**src/rtl/seg7_scan_display_if.sv**
```systemverilog
// Display-side signal bundle for seg7_scan_display: value/freeze in,
// anode/segment/decimal-point drives and change pulse out.
interface seg7_scan_display_if;
    logic [15:0] value;
    logic        freeze;
    logic [3:0]  an;
    logic [6:0]  seg;
    logic        dp;
    logic        update_pulse;

    modport master (
        output value, freeze,
        input  an, seg, dp, update_pulse
    );

    modport slave (
        input  value, freeze,
        output an, seg, dp, update_pulse
    );
endinterface

```
**src/rtl/seg7_scan_display.sv**
```systemverilog
// 4-digit common-anode hex scanner with per-slot blank window and change pulse.
// Optional macro LEADING_ZERO_BLANK_EN suppresses leading zero digits 3..1.
module seg7_scan_display #(
    parameter int unsigned REFRESH_DIV  = 100000,
    parameter int unsigned BLANK_CYCLES = 16
) (
    input logic               clk,
    input logic               reset,
    seg7_scan_display_if.slave bus
);
    localparam int unsigned CW = (REFRESH_DIV > 1) ? $clog2(REFRESH_DIV) : 1;
    localparam logic [CW-1:0] LP_LAST  = CW'(REFRESH_DIV - 1);
    localparam logic [CW-1:0] LP_BLANK = CW'(BLANK_CYCLES);

    logic [CW-1:0] r_cnt;
    logic [1:0]    r_idx;
    logic [15:0]   r_disp_q;
    logic [3:0]    r_an;
    logic [6:0]    r_seg;
    logic          r_update_pulse;

    logic          w_blank;
    logic          w_suppress;
    logic [3:0]    w_nib;
    logic [6:0]    w_hex;
    logic [3:0]    w_an_next;
    logic [6:0]    w_seg_next;

    // A zero-length blank window must not produce a constant compare.
    generate
        if (BLANK_CYCLES == 0) begin : g_noblank
            assign w_blank = 1'b0;
        end else begin : g_blank
            assign w_blank = (r_cnt < LP_BLANK);
        end
    endgenerate

    always_comb begin
        w_nib = r_disp_q[3:0];
        case (r_idx)
            2'd0: w_nib = r_disp_q[3:0];
            2'd1: w_nib = r_disp_q[7:4];
            2'd2: w_nib = r_disp_q[11:8];
            2'd3: w_nib = r_disp_q[15:12];
            default: w_nib = r_disp_q[3:0];
        endcase
    end

    always_comb begin
        w_suppress = 1'b0;
`ifdef LEADING_ZERO_BLANK_EN
        case (r_idx)
            2'd3: w_suppress = (r_disp_q[15:12] == 4'h0);
            2'd2: w_suppress = (r_disp_q[15:8] == 8'h00);
            2'd1: w_suppress = (r_disp_q[15:4] == 12'h000);
            default: w_suppress = 1'b0;
        endcase
`endif
    end

    always_comb begin
        w_hex = 7'b1111111;
        case (w_nib)
            4'h0: w_hex = 7'b1000000;
            4'h1: w_hex = 7'b1111001;
            4'h2: w_hex = 7'b0100100;
            4'h3: w_hex = 7'b0110000;
            4'h4: w_hex = 7'b0011001;
            4'h5: w_hex = 7'b0010010;
            4'h6: w_hex = 7'b0000010;
            4'h7: w_hex = 7'b1111000;
            4'h8: w_hex = 7'b0000000;
            4'h9: w_hex = 7'b0010000;
            4'hA: w_hex = 7'b0001000;
            4'hB: w_hex = 7'b0000011;
            4'hC: w_hex = 7'b1000110;
            4'hD: w_hex = 7'b0100001;
            4'hE: w_hex = 7'b0000110;
            4'hF: w_hex = 7'b0001110;
            default: w_hex = 7'b1111111;
        endcase
    end

    always_comb begin
        w_an_next  = '1;
        w_seg_next = '1;
        if (!w_blank && !w_suppress) begin
            w_an_next  = ~(4'b0001 << r_idx);
            w_seg_next = w_hex;
        end
    end

    always_ff @(posedge clk) begin
        if (reset) begin
            r_cnt          <= '0;
            r_idx          <= '0;
            r_disp_q       <= '0;
            r_an           <= '1;
            r_seg          <= '1;
            r_update_pulse <= 1'b0;
        end else begin
            if (r_cnt == LP_LAST) begin
                r_cnt <= '0;
                r_idx <= r_idx + 2'd1;
            end else begin
                r_cnt <= r_cnt + CW'(1);
            end

            if (!bus.freeze) begin
                r_disp_q       <= bus.value;
                r_update_pulse <= (bus.value != r_disp_q);
            end else begin
                r_update_pulse <= 1'b0;
            end

            r_an  <= w_an_next;
            r_seg <= w_seg_next;
        end
    end

    assign bus.an           = r_an;
    assign bus.seg          = r_seg;
    assign bus.dp           = 1'b1;
    assign bus.update_pulse = r_update_pulse;
endmodule

```
**src/flat_wrapper.sv**
```systemverilog
// flat-port wrapper written by rule: the top's interface ports become plain ports
module seg7_scan_display_flat 
#(
    parameter int unsigned REFRESH_DIV  = 100000,
    parameter int unsigned BLANK_CYCLES = 16
)
  (clk, reset, bus_value, bus_freeze, bus_an, bus_seg, bus_dp, bus_update_pulse);
  seg7_scan_display_if bus_i ();
  input logic clk;
  input logic reset;
  input wire logic [$bits(bus_i.value)-1:0] bus_value;
  input wire logic [$bits(bus_i.freeze)-1:0] bus_freeze;
  output wire logic [$bits(bus_i.an)-1:0] bus_an;
  output wire logic [$bits(bus_i.seg)-1:0] bus_seg;
  output wire logic [$bits(bus_i.dp)-1:0] bus_dp;
  output wire logic [$bits(bus_i.update_pulse)-1:0] bus_update_pulse;
  assign bus_i.value = bus_value;
  assign bus_i.freeze = bus_freeze;
  assign bus_an = bus_i.an;
  assign bus_seg = bus_i.seg;
  assign bus_dp = bus_i.dp;
  assign bus_update_pulse = bus_i.update_pulse;
  seg7_scan_display #(.REFRESH_DIV(REFRESH_DIV), .BLANK_CYCLES(BLANK_CYCLES)) u_core (.clk(clk), .reset(reset), .bus(bus_i));
endmodule
```
**config.mk**
```make
export PLATFORM = sky130hd
export DESIGN_NAME = seg7_scan_display_flat
export DESIGN_NICKNAME = d
export VERILOG_FILES = /design/src/rtl/seg7_scan_display_if.sv /design/src/rtl/seg7_scan_display.sv /design/src/flat_wrapper.sv
export SDC_FILE = /design/constraint.sdc
export NUM_CORES = 1
export LEC_CHECK = 0
export CORE_MARGIN = 1.5
export CORE_UTILIZATION = 25
export CTS_BUF_LIST = sky130_fd_sc_hd__clkbuf_16
export CTS_CLUSTER_SIZE = 40
export DETAILED_ROUTE_END_ITERATION = 12
export MAX_ROUTING_LAYER = met4
export PLACE_DENSITY = 0.48
export SYNTH_ARGS = -nofsm -noshare
export SYNTH_HDL_FRONTEND = slang
export SYNTH_SLANG_ARGS = --single-unit
```
**constraint.sdc**
```tcl
create_clock -name clk -period 1.9 [get_ports clk]
set_input_delay 0.38 -clock clk [delete_from_list [all_inputs] [get_ports clk]]
set_output_delay 0.38 -clock clk [all_outputs]
set_load 0.02 [all_outputs]
```
== After elaboration in Yosys (flattened, before gate mapping) ==
Memories as Yosys holds them, arrays and structs flattened. A register that Yosys moved wholly into a read port is not among the register bits.
Index checks and enable logic that the tools add are counted.
Storage, ports and cells
  RAM bits: 0
  bits in read-only memories: 112
  input port bits: 19
  memories kept: 1
  logic and storage cells: 21
  bits in latches: 0
  output and inout port bits: 13
  register bits after elaboration: 40
Cells by class
  $mul: 0
  bitwise logic cells: 1
  reduce and logical (&&, ||, !) cells: 4
  magnitude comparators: 1
  divide/modulo/power cells: 0
  equality and inequality tests: 5
  add/sub/neg operators: 2
  shift-type cells: 1
  mux-type cells: 1
Memories
  (no name shown): words 16, bits a word 7, read ports 1, clocked after memory_dff 1, wr ports 0, line seg7_scan_display.sv:63  | case (w_nib)
Operators with widths (count)
  adder 17 x 1 -> 17 bit (second input constant): 1
  equality test 17 bit (second input constant): 1
  < comparator 17 x 5 -> 1 bit (second input constant): 1
  inequality test 16 bit: 1
  one-hot mux 4 bit (4 select lines): 1
  OR reduction 2 bit: 3
  equality test 2 bit (second input constant): 2
  inverter 4 bit: 1
  left shift 1 x 2 -> 4 bit (first input constant): 1
  adder 2 x 1 -> 2 bit (second input constant): 1
  equality test 2 x 1 -> 1 bit (second input constant): 1
  zero test 2 bit: 1

== Logic depth before layout (Yosys ltp) ==
  word-level depth: 2
  depth in mapped cells: 10
  depth with buffers taken out: 10

== Worst setup path before layout ==
No wires, ideal clock.
  kind: reg2reg
  start: reg u_core.r_idx[0]
  end: reg u_core.r_seg[3], in the netlist u_core.bus.seg[3]
  buffers on the path: 1
  library setup time: 106 ps
  data arrival time: 2036 ps
  setup slack: -242 ps
  period minus slack after synthesis: 2142 ps
  data required time: 1794 ps
  stages on the path, launching flop included: 10
  cells stage by stage: dfxtp_1 inv_1 ha_1 clkbuf_1 mux2i_1 inv_1 ha_1 a21oi_1 a22oi_1 o311ai_0
Between the ends
  word-level cells in the longest chain between the ends: 2
  elaborated cells on any way between the ends: 5
  those cells by class: eq/ne: 3; mux: 1; reduce/logical: 1
Ends and longest elaborated chain
  from (decl): line seg7_scan_display.sv:16  | logic [1:0] r_idx;
  from (signal assigned): line seg7_scan_display.sv:104  | r_idx <= r_idx + 2'd1;
  equality test 2 bit (tied with other cells): line seg7_scan_display.sv:40  | case (r_idx)
  one-hot mux 4 bit (4 select lines) (*): line seg7_scan_display.sv:40
  to (decl): line seg7_scan_display.sv:19  | logic [6:0] r_seg;
Mark *: on every way between the ends. The rest lies on a longest branch, timed or not.
A chain may end at the register's enable or synchronous reset.

== Worst setup path after layout ==
  start: reg u_core.r_idx[1]
  end: reg u_core.r_seg[3], in the netlist u_core.bus.seg[3]
The elaborated chain is that of the path after synthesis.

==> results.yml <==
drt:
  vias: 1871
  viasPerCell: 4.44
  drtIter0Drc: 54
  ant_nets: 0
  dr.pass1.iters: 8
  routed_wl_um: 5260
  drc: 2
  wl_per_cell_um: 12.5
sta:
  fmax_mhz: 485
  slew_viol_final: 0
  hold_violations: 0
  finalSetupViolCount: 6
  setup_tns_ns: -0.448
  holdWs_ns: 0.457
  rsz0062_at_grt: "true"
  period_minus_slack_ns: 2.06
  period_share_pct: 108
  skew_ns: 0.00588
  setup_slack_ns: -0.160
logic_synthesis:
  ys_seq_elements: 47
  synth_top_area_share_pct: 41.2
  ys.flop_type: "dfxtp_1"
  async_flop_share_pct: 0
  synth_edf_count: 0
  yosysWarnings: 0
  syn_nets: 277
  yosys.area.top_type: "dfxtp_1"
  syn_area_per_cell_um2: 9.29
  post_synth_num_cell_types: 38
  syn_area_um2: 2290
  syn_inst: 246
  ys_seq_area_share_pct: 41.2
  yosys-top-cells-area: "dfxtp_1 41%, xnor2_1 9.2%, mux2i_1 8.8%"
setup_path:
  ff2ff_setup_slack_ns: -0.16
  worstReg2RegStart: "u_core.r_idx[1]"
  crit-reg2reg-capture: "u_core.bus.seg[3]"
  startpoint: "u_core.r_idx[1]"
  cp-endpoint: "u_core.bus.seg[3]"
  end_kind: "flip-flop"
  critPathArrivalTime_ns: 2.25
  worstPathRequired_ns: 2.09
  r2r_cells: 10
  critPathMaxFanout: 5
  start_kind: "flip-flop"
  crit_type: "reg -> reg"
power_and_ir_drop:
  power.density_nw_per_um2: 656
  p_int_mw: 1.66
  pwr-share-clk_pct: 40.4
  p_sw_share_pct: 24.6
  combinationalPowerShare_pct: 12.4
  p_seq_share_pct: 47.2
  switching_power_mw: 0.540
  leakage_nw: 1.26
  vdd_drop_max_v: 0.000307
floorplanning:
  io_pins: 32
  die_y_um: 98.6
  die_area_um2: 9730
  initial_core_util_pct: 26.0
  core_area_um2: 8810
  chipWidth_um: 98.6
  rows: 34
flow_run:
  drv_cap: 0
grt:
  antenna_found_initial: 0
  grt_max_degree: 20
  grt_pass1_vias: 1857
  grt_remaining_overflow: 0
  gr-usage-all-layers_pct: 11.9
  grt_pass1_wl_um: 9000
cells_and_area:
  diodes: 0
  nets: 343
  drive_above_1_share_pct: 28.4
  fin_area_um2: 3350
  n_fill_cell: 887
  syn_to_final_growth_pct: 46.5
  stdcell_count: 421
  mostFrequentLayoutCells: "43 x nor2_1, 43 x dfxtp_1, 35 x buf_4"
cts:
  htreeDepth: 2
  clock-root-buffer: "clkbuf_16"
  clk_latency_ns: 0.28
  clk_pin_slew_ns: 0.07
  cts_buffers: 5
  ctsHoldBuffers: 0
  clockBufferDepth: 2
  cts_sinks: 47
  cts_tree: "done"
hold_path:
  hp-class: "reg -> reg"
place:
  dp_cells: 398
  place_area_um2: 2930
  numPortBuffers: 30
  dp_hpwl_um: 3800
  place_congestion: 0.779
run_status:
  violations: "DRC, setup timing"
  status: "complete, but fails checks"
cells in the mapped netlist, types with 3 or more instances:
cell type	n
clkbuf_1	7
dfxtp_1	47
nor2_1	43
a22oi_1	3
nand4_1	8
mux2i_1	20
nand3_1	5
inv_1	10
o221ai_1	5
and4_1	3
nand2_1	16
ha_1	12
xnor2_1	24
xor2_1	8
a21oi_1	5
sequential cells by signal (all words and copies together), names as in the netlist:
name                     cells
u_core.bus.an                4
u_core.bus.seg               7
u_core.bus.update_pulse      1
u_core.r_cnt                17
u_core.r_disp_q             16
u_core.r_idx                 2
worst min path at each step:
stage                    startpoint              end  cells after the start
finish              u_core.r_cnt[0]  u_core.r_cnt[0]                      1
global route        u_core.r_cnt[0]  u_core.r_cnt[0]                      1
CTS                 u_core.r_cnt[0]  u_core.r_cnt[0]                      1
detailed placement  u_core.r_cnt[0]  u_core.r_cnt[0]                      1
global placement    u_core.r_cnt[0]  u_core.r_cnt[0]                      1
floorplan           u_core.r_cnt[0]  u_core.r_cnt[0]                      1
per-layer routing:
metal	global-route usage [%]	wire, um	vias up	part of all wire [%]
met5	-	0	-	0
met4	3.96	55	0	1.0
met3	2.55	124	4	2.4
met2	19.4	2560	21	49
met1	14.6	2520	873	48
li1	-	-	973	-
timing repair:
action                                  4_1_cts  5_1_grt
endpoints found under the setup margin        6       24
cloned                                        0        1
buffers inserted                              8        6
pin swaps                                     7       14
resized for setup                            17       22
power by group through the flow:
stage          sequential [mW]  combinational [mW]  clock, mW
4_1_cts                   1.04               0.255      0.921
3_5_place_dp              1.06               0.235          0
2_1_floorplan             1.05               0.145          0
5_1_grt                   1.04               0.298      0.971
3_3_place_gp              1.06               0.234          0
6_report                  1.04               0.273      0.886
per-stage QoR:
step / util [%] / power [mW] / setup slack [ns]
global placement: 33.2 / 1.29 / -0.0904
CTS: 36.5 / 2.21 / -0.157
finish: 38.0 / 2.20 / -0.160
floorplan: - / 1.20 / -0.0580
global route: 38.0 / 2.31 / -0.328
detailed placement: 33.2 / 1.29 / -0.201
critical path, cell delays in order, from the launching register on:
cell      delay, ns
dfxtp_4        0.40
inv_4          0.05
ha_4           0.16
a222oi_1       0.34
buf_4          0.18
mux2i_4        0.07
inv_2          0.08
ha_4           0.21
a21oi_2        0.14
a22oi_2        0.06
o311ai_2       0.26
cell type report:
type / count / area, um2 / share of cell area [%]
Multi-Input combinational cell: 178 / 1450 / 43.3
Tap cell: 108 / 135 / 4.03
Clock inverter: 3 / 22.5 / 0.672
Sequential cell: 47 / 951 / 28.4
Inverter: 10 / 42.5 / 1.27
Timing Repair Buffer: 70 / 622 / 18.6
Clock buffer: 5 / 125 / 3.74
logic make-up after synthesis:
| family | share of synthesized area, % |
|---|---|
| mux | 9.74 |
| flops | 41.2 |
| other cells | 0.164 |
| simple gates | 19.2 |
| compound gates | 6.24 |
| fa+ha+maj | 6.57 |
| xor+xnor | 12.3 |
| buf+inv | 4.71 |
No activity file was read; power rests on OpenSTA's default activity.
